[src/rtl/speaker_tone_arbiter.sv]
`default_nettype none
// ============================================================================
// Module  : speaker_tone_arbiter
// Brief   : Round-robin owner of the differential speaker pair; plays one
//           latched tone per grant, then holds a silent gap.
// Revision: 1.0 - initial release
// ============================================================================
module speaker_tone_arbiter #(
  parameter int NREQ       = 3,
  parameter int DIV_W      = 16,
  parameter int DUR_W      = 24,
  parameter int GAP_CYCLES = 250000,
  localparam int ID_W      = (NREQ > 1) ? $clog2(NREQ) : 1
) (
  input  logic                    clk,
  input  logic                    rst,
  input  logic [NREQ-1:0]         req,
  input  logic [NREQ*DIV_W-1:0]   div,
  input  logic [NREQ*DUR_W-1:0]   dur,
  output logic [NREQ-1:0]         ack,
  output logic [NREQ-1:0]         done,
  output logic                    busy,
  output logic [ID_W-1:0]         active_id,
  output logic                    spkp,
  output logic                    spkm
);

  localparam int GAP_W = (GAP_CYCLES > 1) ? $clog2(GAP_CYCLES) : 1;
  localparam logic [GAP_W-1:0] c_GAP_LOAD = GAP_W'((GAP_CYCLES > 0) ? GAP_CYCLES - 1 : 0);

  typedef enum logic [1:0] {
    S_IDLE = 2'd0,
    S_TONE = 2'd1,
    S_GAP  = 2'd2
  } state_t;

  state_t            r_state;
  state_t            w_state_nxt;
  logic [ID_W-1:0]   r_rr;
  logic [ID_W-1:0]   r_id;
  logic [NREQ-1:0]   r_ack;
  logic [NREQ-1:0]   r_done;
  logic              r_busy;
  logic              r_spkp;
  logic              r_spkm;
  logic              r_lvl;
  logic [DIV_W-1:0]  r_div;
  logic [DIV_W-1:0]  r_half;
  logic [DUR_W-1:0]  r_cnt;
  logic [GAP_W-1:0]  r_gap;

  logic              w_found;
  logic [ID_W-1:0]   w_gnt;
  logic [DIV_W-1:0]  w_div_g;
  logic [DUR_W-1:0]  w_dur_g;
  logic              w_tone_last;
  logic              w_gap_last;
  logic              w_div_nz;

  // First set request at or after the round-robin pointer, wrapping.
  always_comb begin
    w_found = 1'b0;
    w_gnt   = '0;
    for (int i = 0; i < NREQ; i++) begin
      if (!w_found && req[(int'(r_rr) + i) % NREQ]) begin
        w_found = 1'b1;
        w_gnt   = ID_W'((int'(r_rr) + i) % NREQ);
      end
    end
  end

  assign w_div_g     = div[int'(w_gnt)*DIV_W +: DIV_W];
  assign w_dur_g     = dur[int'(w_gnt)*DUR_W +: DUR_W];
  assign w_tone_last = (r_cnt == '0);
  assign w_gap_last  = (r_gap == '0);
  assign w_div_nz    = |r_div;

  always_ff @(posedge clk or posedge rst) begin
    if (rst) r_state <= S_IDLE;
    else     r_state <= w_state_nxt;
  end

  always_comb begin
    w_state_nxt = r_state;
    case (r_state)
      S_IDLE: if (w_found) w_state_nxt = S_TONE;
      S_TONE: if (w_tone_last) w_state_nxt = (GAP_CYCLES > 0) ? S_GAP : S_IDLE;
      S_GAP:  if (w_gap_last) w_state_nxt = S_IDLE;
      default: w_state_nxt = S_IDLE;
    endcase
  end

  always_ff @(posedge clk or posedge rst) begin
    if (rst) begin
      r_rr   <= '0;
      r_id   <= '0;
      r_ack  <= '0;
      r_done <= '0;
      r_busy <= 1'b0;
      r_spkp <= 1'b0;
      r_spkm <= 1'b0;
      r_lvl  <= 1'b0;
      r_div  <= '0;
      r_half <= '0;
      r_cnt  <= '0;
      r_gap  <= '0;
    end else begin
      r_ack  <= '0;
      r_done <= '0;
      case (r_state)
        S_IDLE: begin
          if (w_found) begin
            r_ack  <= NREQ'(1) << w_gnt;
            r_id   <= w_gnt;
            r_rr   <= (w_gnt == ID_W'(NREQ - 1)) ? '0 : w_gnt + ID_W'(1);
            r_busy <= 1'b1;
            r_div  <= w_div_g;
            r_half <= w_div_g - DIV_W'(1);
            r_cnt  <= (w_dur_g == '0) ? '0 : w_dur_g - DUR_W'(1);
            r_lvl  <= 1'b1;
            r_spkp <= |w_div_g;
            r_spkm <= 1'b0;
          end
        end
        S_TONE: begin
          if (w_tone_last) begin
            r_done <= NREQ'(1) << r_id;
            r_spkp <= 1'b0;
            r_spkm <= 1'b0;
            r_gap  <= c_GAP_LOAD;
            r_busy <= (GAP_CYCLES > 0);
          end else begin
            r_cnt <= r_cnt - DUR_W'(1);
            if (r_half == '0) begin
              r_lvl  <= ~r_lvl;
              r_half <= r_div - DIV_W'(1);
              r_spkp <= w_div_nz & ~r_lvl;
              r_spkm <= w_div_nz & r_lvl;
            end else begin
              r_half <= r_half - DIV_W'(1);
            end
          end
        end
        S_GAP: begin
          if (w_gap_last) r_busy <= 1'b0;
          else            r_gap  <= r_gap - GAP_W'(1);
        end
        default: ;
      endcase
    end
  end

  assign ack       = r_ack;
  assign done      = r_done;
  assign busy      = r_busy;
  assign active_id = r_id;
  assign spkp      = r_spkp;
  assign spkm      = r_spkm;

endmodule
`default_nettype wire

[config.mk]
export PLATFORM = sky130hd
export DESIGN_NAME = speaker_tone_arbiter
export DESIGN_NICKNAME = d
export VERILOG_FILES = /design/src/rtl/speaker_tone_arbiter.sv
export SDC_FILE = /design/constraint.sdc
export NUM_CORES = 1
export LEC_CHECK = 0
export CAP_MARGIN = 20
export CORE_MARGIN = 1
export CORE_UTILIZATION = 40
export CTS_CLUSTER_DIAMETER = 200
export CTS_CLUSTER_SIZE = 16
export DETAILED_ROUTE_END_ITERATION = 7
export DONT_BUFFER_PORTS = 1
export GPL_TIMING_DRIVEN = 1
export PLACE_DENSITY = 0.63
export SLEW_MARGIN = 15
export SYNTH_ARGS = -nofsm -noshare
export SYNTH_HDL_FRONTEND = slang
export SYNTH_SLANG_ARGS = --single-unit
[constraint.sdc]
create_clock -name clk -period 11.79 [get_ports clk]
set_clock_uncertainty 0.15 [all_clocks]
set_input_delay 1.179 -clock clk [delete_from_list [all_inputs] [get_ports clk]]
set_output_delay 1.179 -clock clk [all_outputs]
set_load 0.005 [all_outputs]
## Word-level counts from Yosys, hierarchy flattened

Index checks and enable logic that the tools add are counted.

| word-level totals | value |
|---|---|
| logic and storage cells | 117 |
| latch bits | 0 |
| output and inout port bits | 11 |
| input port bits | 125 |
| ROM bits | 0 |
| register bits | 90 |
| memories | 0 |
| memory bits (writable) | 0 |

| operators by class | value |
|---|---|
| shift operators | 4 |
| muxes and demuxes | 50 |
| order comparisons | 3 |
| eq/ne operators | 10 |
| reductions and logical operators | 21 |
| div/mod/pow operators | 3 |
| add/sub/neg operators | 9 |
| bitwise gates (word level) | 3 |
| multiply operators | 1 |

Operators with widths:

| kind | number |
|---|---|
| $lt 32x4->1 const B | 3 |
| $mux 24 | 3 |
| $shiftx 72x8->24 | 1 |
| $mod 32x3->32 const B | 2 |
| $logic_not 24->1 | 2 |
| $mux 16 | 3 |
| $pmux 24 s2 | 1 |
| $shiftx 48x7->16 | 1 |
| $sub 16x1->16 const B | 3 |
| $sub 24x1->24 const B | 2 |
| $mux 18 | 2 |
| $pmux 18 s2 | 1 |
| $mod 3x3->32 const B | 1 |
| $pmux 16 s2 | 1 |
| $reduce_or 16->1 | 2 |
| $mux 1 | 20 |
| $logic_not 18->1 | 1 |
| $sub 18x1->18 const B | 1 |
| $logic_not 16->1 | 1 |
| $mux 2 | 7 |
| $mux 3 | 4 |
| $ne 2x2->1 const B | 6 |
| $reduce_and 3->1 | 4 |
| $reduce_and 4->1 | 2 |
| 20 further kinds | 30 |

## Logic depth before layout (Yosys ltp)

Gate-level depths: netlist of run 1.

| depth | value |
|---|---|
| depth after elaboration | 17 |
| depth in mapped cells | 22 |
| mapped depth without buffers | 17 |

## Worst setup path after synthesis of run 1

OpenSTA, ideal clock, no wires.

| timing path | value |
|---|---|
| path kind | input port to flip-flop |
| from | input port req[1] |
| to | register r_cnt[16] |
| setup slack | 7.013 ns |
| arrival time | 4.497 ns |
| cell stages on the path | 18 |
| setup time | 0.130 ns |
| path buffers | 4 |
| data required time | 11.510 ns |
| cell sequence | nor2b_1 -> or2_2 -> o211ai_1 -> buf_2 -> buf_2 -> clkbuf_1 -> clkbuf_1 -> a21oi_1 -> a21oi_1 -> ha_1 -> nor2b_1 -> a21oi_1 -> o221ai_1 -> nand3_1 -> o21a_1 -> a211oi_1 -> xnor2_1 -> o21ai_0 |

| between the ends | value |
|---|---|
| longest elaborated chain between the ends | 16 |
| elaborated cells between the ends (all ways) | 28 |
| classes of those cells | 1 x add/sub; 1 x mul; 1 x eq/ne; 1 x shift; 18 x mux; 6 x reduce/logical |

RTL lines:

| item | line | text |
|---|---|---|
| from (decl) | 17 | `input logic [NREQ-1:0] req,` |
| $bmux 1 s2 | 65 | `if (!w_found && req[(int'(r_rr) + i) % NREQ]) begin` |
| $mux 1 (not written as such) (2 in series) | 65 |  |
| $mux 1 | 65 |  |
| $logic_not 1->1 | 65 |  |
| $logic_and 1x1->1 | 65 |  |
| $mux 1 | 65 |  |
| $logic_not 1->1 | 65 |  |
| $logic_and 1x1->1 | 65 |  |
| $mux 2 | 65 |  |
| $mul 2x2->4 | 73 | `assign w_dur_g = dur[int'(w_gnt)*DUR_W +: DUR_W];` |
| $shiftx 72x8->24 | 73 |  |
| $sub 24x1->24 / $logic_not 24->1 (equally long branches) | 119 | `r_cnt <= (w_dur_g == '0) ? '0 : w_dur_g - DUR_W'(1);` |
| $mux 24 | 119 |  |
| $mux 24 | 112 | `if (w_found) begin` |
| $pmux 24 s2 | 110 | `case (r_state)` |
| to (signal assigned) | 119 |  |
| to (signal assigned) | 133 | `r_cnt <= r_cnt - DUR_W'(1);` |
| to (decl) | 49 | `logic [DUR_W-1:0] r_cnt;` |

Parallel ways exist; a longest one is shown, timed or not. The select of a mux whose other input is x is not followed.
A chain may end at the register's enable or synchronous reset.

## Worst setup path after layout of run 1

| timing path | value |
|---|---|
| from | register r_rr[0] |
| to | register r_half[10] |

| between the ends | value |
|---|---|
| longest elaborated chain between the ends | 15 |
| elaborated cells between the ends (all ways) | 30 |
| classes of those cells | 3 x add/sub; 3 x div; 1 x eq/ne; 1 x shift; 17 x mux; 5 x reduce/logical |

RTL lines:

| item | line | text |
|---|---|---|
| from (decl) | 39 | `logic [ID_W-1:0] r_rr;` |
| from (signal assigned) | 115 | `r_rr <= (w_gnt == ID_W'(NREQ - 1)) ? '0 : w_gnt + ID_W'(1);` |
| parallel branches: the longest is 15 deep, another holds $mod 32x3->32 | n/a |  |
| to (signal assigned) | 118 | `r_half <= w_div_g - DIV_W'(1);` |
| to (signal assigned) | 136 | `r_half <= r_div - DIV_W'(1);` |
| to (signal assigned) | 140 | `r_half <= r_half - DIV_W'(1);` |
| to (decl) | 48 | `logic [DIV_W-1:0] r_half;` |

Parallel ways; which one is timed is not known. The select of a mux whose other input is x is not followed.

==> results summary, run 1 <==
The first-pass iteration count of the detailed router is 5. By area the synthesized netlist is led by dfrtp_1 (32%), a21oi_1 (7.2%), nand2_1 (6.8%). Across every metal layer, demand over resource in global routing totals 0.238. The via count of the first global-routing pass was 6,264.

The standby leakage power came out at 3.03 nW. The share of the synthesized netlist area taken by xor and xnor gates is 0.0556. Setup repair after global routing left no endpoint under its margin. The post-synthesis register bit count came out at 90.

In this run the critical register-to-register path is captured at r_half[10]. Summing over every cut layer, the via total after detailed routing is 6,737. The clock tree from TritonCTS is done. The number of synthesis warnings came out at 0. The total negative setup slack came out at 0 ps. The initial antenna violation count is 2. The final antenna-violating net count is 0. The cell count of the worst reg-to-reg path came out at 17. The number of different library cells used by synthesis comes to 77. The starting DRC count in detailed routing is 566. The required time of the worst setup path is 11,850 ps.

The wire length of the first global-routing pass is 33.8 mm. The total count of max-transition violations in the final report was 0. In this run, post-CTS hold repair placed 0 buffers. The region available for standard cell placement spans 0.0173 mm².

The total die area is 0.0183 mm². The initialized floorplan defines 48 standard-cell rows. Leaving out fill and tap cells, the most frequent cells in the layout are nand2_1 (128), a21oi_1 (102), nor2_1 (95), dfrtp_1 (90), o21ai_0 (71). STA classifies the critical path startpoint as a register. The fraction of final layout cells sized beyond drive strength 1 is 0.0740. Once the clock tree was built, the resizer swapped 0 gates to a different size. The initial cell density of the core is 0.410. The worst setup path is captured at a register.

Of the total synthesized cell area, the portion taken by AND, OR, NAND and NOR gates is 0.270. The total DRC errors in the routed layout came out at 0. Detailed placement ended at an HPWL of 15.4 mm. The total of buffers placed on input and output ports came out at 0.

Relative to the synthesized area, the layout overhead comes to 6.21%. The final period utilization is 0.440. In the final design database the tool counted 1,021 nets. Counting every net in the synthesized netlist gives 1,049. The transition time at the pin with the least slew margin is 1020 ps. The horizontal extent of the die came out at 135 µm. The register clock-pin slew on the reported worst setup and hold paths is 70 ps.

The maximum number of buffers from clock root to sink came out at 2. The worst min-delay path category is reg -> reg. The post-synthesis cell count came out at 915. The sequential cell area fraction in the yosys report came out at 0.318.

The total overflow reported by the global router is 0. The area of the mapped netlist is 0.00709 mm². The worst flop-to-flop path startpoint is r_rr[0].

The library cell used most frequently in the layout, excluding fill and tap cells, is nand2_1. The share of synthesized flip-flops with an asynchronous set or reset came out at 1.00. The vertical die dimension is 135 µm. The adder and majority gate portion of the synthesized area came out at 0.0159. The prevailing post-synth register cell is dfrtp_1. In this run the worst path has a maximum fanout of 36. Static timing analysis puts the maximum clock frequency at 193 MHz. TritonCTS created 9 clock buffers. The critical path launch point is r_rr[0]. Setup slack on the worst reg-to-reg path comes out at 6610 ps. Of the post-synthesis cell area, the part taken by muxes is 0.0595. The tree built by TritonCTS fans out to 90 sinks. The H-tree depth came out at 3. Counting flops with a built-in enable in the synthesized netlist gives 0. The worst-case setup slack after placement is 6420 ps.

The setup fix buffers added after clock tree synthesis came out at 0. CTS placed an instance of clkbuf_16 at the clock tree root. The global placer's final weighted congestion came out at 0.893.

After synthesis, the largest family of logic cells by area is simple AND/OR/NAND/NOR gates. Setup violations remaining at the end of the flow were counted as 0. The number of hold violations in the final report is 0. The worst slew margin relative to its limit is 0.318.

In this run the mean area of a mapped cell was 7.75 µm². The fraction of the mapped netlist area in compound gates came to 0.244. The share of the synthesized area in the top cell type came out at 0.318.

Power spread over the standard cell area amounts to 255 mW/mm². The largest net degree at the start of global routing came out at 50. The final critical delay including setup and external delays came out at 5180 ps.

Of all cell types, the one taking the most synthesized area is dfrtp_1. The critical path ends at r_half[10]. The worst path meets setup with 6610 ps of slack. The worst setup path is of the reg -> reg kind.

The detailed-route vias per instance is 6.02. The detail-routed net length per standard cell is 18.8 µm. The tool flagged a number of max-cap violations equal to 0. The worst endpoint data arrival time came out at 5250 ps. For this block, the routed nets add up to 21.0 mm of wire. The clock reaches the later pin of the worst-skew pair after 350 ps.

The number of placed I/O pins came out at 136. The worst-case vdd ir drop is 111 µV. The flow ran to the end, and the final reports show no timing, DRC or antenna violations.
worst max-delay path, stage by stage (launching register included):
cell      delay, ps
dfrtp_1         370
inv_1            80
ha_1            410
nor2b_1         190
o31a_4          380
o31ai_4         650
buf_4           540
mux2i_1         280
o211ai_1        130
nand2_1         150
ha_1            150
inv_1            60
a211o_1         220
a211o_1         290
nor4_2          520
nand4_1         180
xnor2_1         190
a21oi_1          80
synth_stat cells (5+ instances only):
cell type    n
buf_2       13
o21ai_0     71
nor3_1      43
or2_2        5
nand2b_1    11
a21o_1       5
a21oi_1    102
nor3b_1      5
nor2b_1      8
nand2_1    128
o22ai_1      5
and3_1      13
o211a_1      5
mux2i_1     23
dfrtp_1     90
mux2_2      15
a22oi_1      8
o31ai_1      6
and2_1       6
clkbuf_1    26
xor2_1      14
nor2_1      95
ha_1         9
xnor2_1     31
inv_1       12
or3_1       11
o221ai_1     7
nand4_1      9
a211oi_1     7
a31oi_1     16
buf_1        5
nor4_1      14
nand3_1     22
or4_1        7
sequential cells by signal (all words and copies together) (netlist names):
signal,count
r_lvl,1
r_div,16
spkm,1
r_rr,2
r_cnt,24
done,3
r_gap,18
r_state,2
r_half,16
ack,3
active_id,2
spkp,1
busy,1
stage by stage:
stage	util	cells	power (mW)	instance area [µm²]	hold slack, ps
after detailed placement	0.418	1101	1.62	7230	336
after global placement	0.418	1101	1.61	7230	326
after global routing	0.435	1118	2.08	7530	357
final	0.435	1119	1.92	7530	338
after CTS	0.435	1117	1.92	7530	344
after floorplan	-	915	1.37	7090	301
kinds of logic after synthesis:
logic type / Yosys count
AO/OA/AOI/OAI: 275
XOR/XNOR: 45
adder cells (fa/ha/maj): 9
buffers and inverters: 61
flip-flops: 90
multiplexers: 39
AND/OR/NAND/NOR: 396
worst min-delay path by stage:
stage / endpoint / slack, ps / depth (start not counted) / startpoint
after global placement: r_div[5] / 330 / 2 / r_div[5]
after global routing: done[0] / 360 / 1 / active_id[1]
after detailed placement: done[0] / 340 / 1 / active_id[1]
after floorplan: r_div[8] / 300 / 2 / r_div[8]
final: done[0] / 340 / 1 / active_id[1]
after CTS: done[0] / 340 / 1 / active_id[1]
area by class of cell:
| type | count | area, µm² |
|---|---|---|
| fill | 1772 | 9770 |
| multi-input combinational | 764 | 4580 |
| sequential | 90 | 2250 |
| tap | 225 | 282 |
| clock buffer | 10 | 239 |
| timing repair buffer | 9 | 67.6 |
| clock inverter | 6 | 55.1 |
| inverter | 13 | 51.3 |
| antenna | 2 | 5.00 |
power breakdown:
| part | internal (mW) | total, mW | switching (mW) |
|---|---|---|---|
| clock network | 0.154 | 0.294 | 0.141 |
| registers | 0.419 | 0.534 | 0.115 |
| logic | 0.416 | 1.10 | 0.680 |
| total | 0.988 | 1.92 | 0.935 |
metal layers:
| layer | global-route usage | part of all wire | up-vias |
|---|---|---|---|
| met2 | 0.353 | 0.44 | 223 |
| met1 | 0.333 | 0.46 | 3196 |
| li1 | - | - | 3283 |
| met3 | 0.0483 | 0.071 | 35 |
| met4 | 0.101 | 0.030 | 0 |
| met5 | 0 | 0 | - |
(Power assumes the default switching activity.)
==> inputs of run 2 (changes only) <==
==> constraint.sdc (replaced) <==
create_clock -name clk -period 4.9 [get_ports clk]
set_clock_uncertainty 0.15 [all_clocks]
set_input_delay 0.49 -clock clk [delete_from_list [all_inputs] [get_ports clk]]
set_output_delay 0.49 -clock clk [all_outputs]
set_load 0.005 [all_outputs]
==> run 2 against run 1 <==
Combinational power is 150% higher; sequential share of layout area is 0.50 points lower; largest cell class unchanged; sequential power grew 140%; register-to-register slack got worse by 6200 ps; critical path type unchanged; final cell count grew 1.3%; cell area up 1.7%; global-route usage is 0.76 points higher; clock power grew 140%; non-clock buffer count rose by 15.
==> results summary, run 2 (synthesized netlist as in run 1, its figures left out) <==
The final-stage net count came out at 1,036 (+1.5%). The required time of the worst setup path came out at 4980 ps (-6870 ps). The final instance area is 0.00766 mm² (+1.7%). The total of buffers placed on input and output ports came out at 0 (unchanged). The fraction of the core area covered by cells at the end of the flow came out at 0.443 (+0.00738).

The wire length of the first global-routing pass is 35.0 mm (+3.7%). The source-to-sink clock delay at the later pin of the worst-skew pair is 360 ps (about the same). The run finished with clean final reports. Leaving out fill and tap cells, the most frequent cells in the layout are nand2_1 (128), a21oi_1 (102), nor2_1 (95), dfrtp_1 (90), o21ai_0 (71). The maximum number of buffers from clock root to sink came to 2 (unchanged). CTS placed an instance of clkbuf_16 at the clock tree root.

The final critical delay including setup and external delays was 4490 ps (-695 ps). The vertical die dimension is 135 µm (unchanged). The global placer's final weighted congestion is 0.922 (+3.3%). The total count of max-transition violations in the final report is 0 (unchanged). The register clock-pin slew on the reported worst setup and hold paths is 70 ps (about the same). The final antenna-violating net count is 0 (unchanged). The total buffers and inverters traversed by the critical path was 2 (-1). The H-tree depth is 3 (unchanged).

Among the stages of the critical path, the cell type that occurs most often is a211o_1. The count of filler cells inserted in the layout is 1,771 (-0.056%). The setup fix buffers added after clock tree synthesis came out at 0 (unchanged).

The number of placed I/O pins was 136 (unchanged). The initial cell density of the core is 0.410 (unchanged). The largest net degree at the start of global routing came to 68 (+36%). r_cnt holds more flip-flops than any other register. The standard cell with the maximum stage delay on the critical path is o211a_2. The final period utilization came out at 0.916 (+0.476). Relative to the synthesized area, the layout overhead comes to 8.01%. The capturing element type of the critical path is a register. The number of cells on the worst hold path came out at 2 (+1).

The highest clock rate was 223 MHz (+15%). The initial antenna violation count was 2 (unchanged). The transition time at the pin with the least slew margin is 989 ps (-34.6 ps). The area occupied by multi-input gates came out at 0.00458 mm² (unchanged). The fraction of final layout cells sized beyond drive strength 1 was 0.0882 (+0.0142). The filler-free cell count of the finished design came out at 1,134 (+1.3%). The total overflow reported by the global router is 0 (unchanged). The number of buffers added by the clock tree synthesis step came out at 9 (unchanged). The total DRC errors in the routed layout is 0 (unchanged). The placed cell area was 0.00735 mm² (+1.6%). TritonCTS built the clock tree. The count of max-cap constraint violations came out at 0 (unchanged). The detailed-route vias per instance is 6.00 (-0.34%). The post-detailed-routing wire length is 21.6 mm (+2.7%). The overall global routing resource usage is 0.245 (+0.00764). The number of vias in the routed layout came to 6,804 (+0.99%). The number of setup violations in the final report came out at 0 (unchanged).

The standard cell core area came out at 0.0173 mm² (unchanged). The number of gates on the worst path with buffers counted is 13 (-4). The worst path setup slack after routing came out at 413 ps (-6200 ps). The cell count after placement was 1,115 (+1.3%).

The number of cells upsized or downsized after cts is 0 (unchanged). The total die area was 0.0183 mm² (unchanged). The total negative setup slack is 0 ps (unchanged). The critical-path maximum fanout is 24 (-33%). The detail-routed net length per standard cell is 19.0 µm (+1.3%).

The overall power consumption came out at 4.71 mW (+140%). The standby leakage power came out at 3.10 nW (+2.4%). The area taken by flip-flops and latches is 0.00225 mm² (unchanged). The worst endpoint data arrival time is 4570 ps (-680 ps). The horizontal extent of the die came out at 135 µm (unchanged). The worst hold path belongs to the class in -> reg. The cell count of the worst reg-to-reg path came out at 13 (-4). The placed wire-length estimate is 16.2 mm (+4.7%). The total power divided by cell area is 615 mW/mm² (+140%).

The worst-case setup slack after placement is 487 ps (-5930 ps). The most common library cell in the layout ignoring fill and taps is nand2_1. Setup repair after global routing left no endpoint under its margin.

The largest registers in the layout are r_cnt x24, r_gap x18. The worst slew margin relative to its limit came out at 0.334 (+0.0161). Grouping stages by cell kind, the critical path spends the most delay in compound AO/OA/AOI/OAI gates. The floorplan row count is 48 (unchanged). The worst setup path is launched from a register. The number of hold violations in the final report is 0 (unchanged).

The via count of the first global-routing pass came out at 6,590 (+5.2%). The signal on the critical path passes through inv_1, ha_1, mux2i_1, o21ai_0, o211a_2, buf_4, o22ai_1, a211o_1, a211o_1, nor4_2, nand4_1, xnor2_1, a21oi_1. The worst-case vdd ir drop came out at 541 µV (+390%). The starting DRC count in detailed routing came out at 455 (-20%). The critical path is of the reg -> reg type.

The largest stage delay on the critical path is 660 ps (about the same). The final worst hold slack is 213 ps (-125 ps). The total clock sinks came out at 90 (unchanged). The first-pass iteration count of the detailed router came to 5 (unchanged). The flip-flop count of the largest register, all copies and words added is 24 (unchanged).
## run 2: cell count changes in the layout (fill, tap and decap cells not counted), sizes merged
cell         change
dlygate4sd3      +1
buf             +14
## run 2: repair_timing
| action | CTS | global route |
|---|---|---|
| setup endpoints to repair | 0 | 0 |
| hold endpoints to repair | 39 | 0 |
| hold buffers | 1 | 0 |
## run 2: path summary, 6_finish.rpt
| kind | from | endpoint | slack, ps |
|---|---|---|---|
| min | div[46] | r_div[14] | 210 |
| min in group asynchronous | rst | r_half[7] | 520 |
| max reg2reg | r_rr[1] | r_half[10] | 410 |
| max in group asynchronous | rst | r_gap[5] | 3020 |
| min reg2reg | active_id[1] | done[0] | 340 |
| max | r_rr[1] | r_half[10] | 410 |
## run 2: area by class of cell
| class | count | area share |
|---|---|---|
| Tap cell | 225 | 0.0368 |
| Inverter | 13 | 0.00670 |
| Clock buffer | 10 | 0.0312 |
| Multi-Input combinational cell | 764 | 0.598 |
| Timing Repair Buffer | 24 | 0.0255 |
| Clock inverter | 6 | 0.00719 |
| Sequential cell | 90 | 0.294 |
| Antenna cell | 2 | 0.000653 |
## run 2: power breakdown
part	internal (mW)	total, mW	switching [mW]	leakage [nW]
Combinational	1.06	2.72	1.66	1.84
Clock	0.369	0.703	0.334	0.140
Sequential	1.01	1.29	0.279	1.12
## run 2: layer usage
metal,wire (µm),up-vias,GRT usage,share of wire
li1,-,3325,-,-
met1,9710,3212,0.329,0.45
met4,617,0,0.0924,0.029
met2,9750,229,0.379,0.45
met3,1510,38,0.0614,0.070
met5,0,-,0,0
## run 2: worst register-to-register path: cells and delay by family (launching register included)
kind	cells	cell delay (ps)
fa+ha+maj	1	350
flops	1	410
mux	1	160
buf+inv	2	490
xor+xnor	1	200
simple gates	2	680
compound gates	6	1940
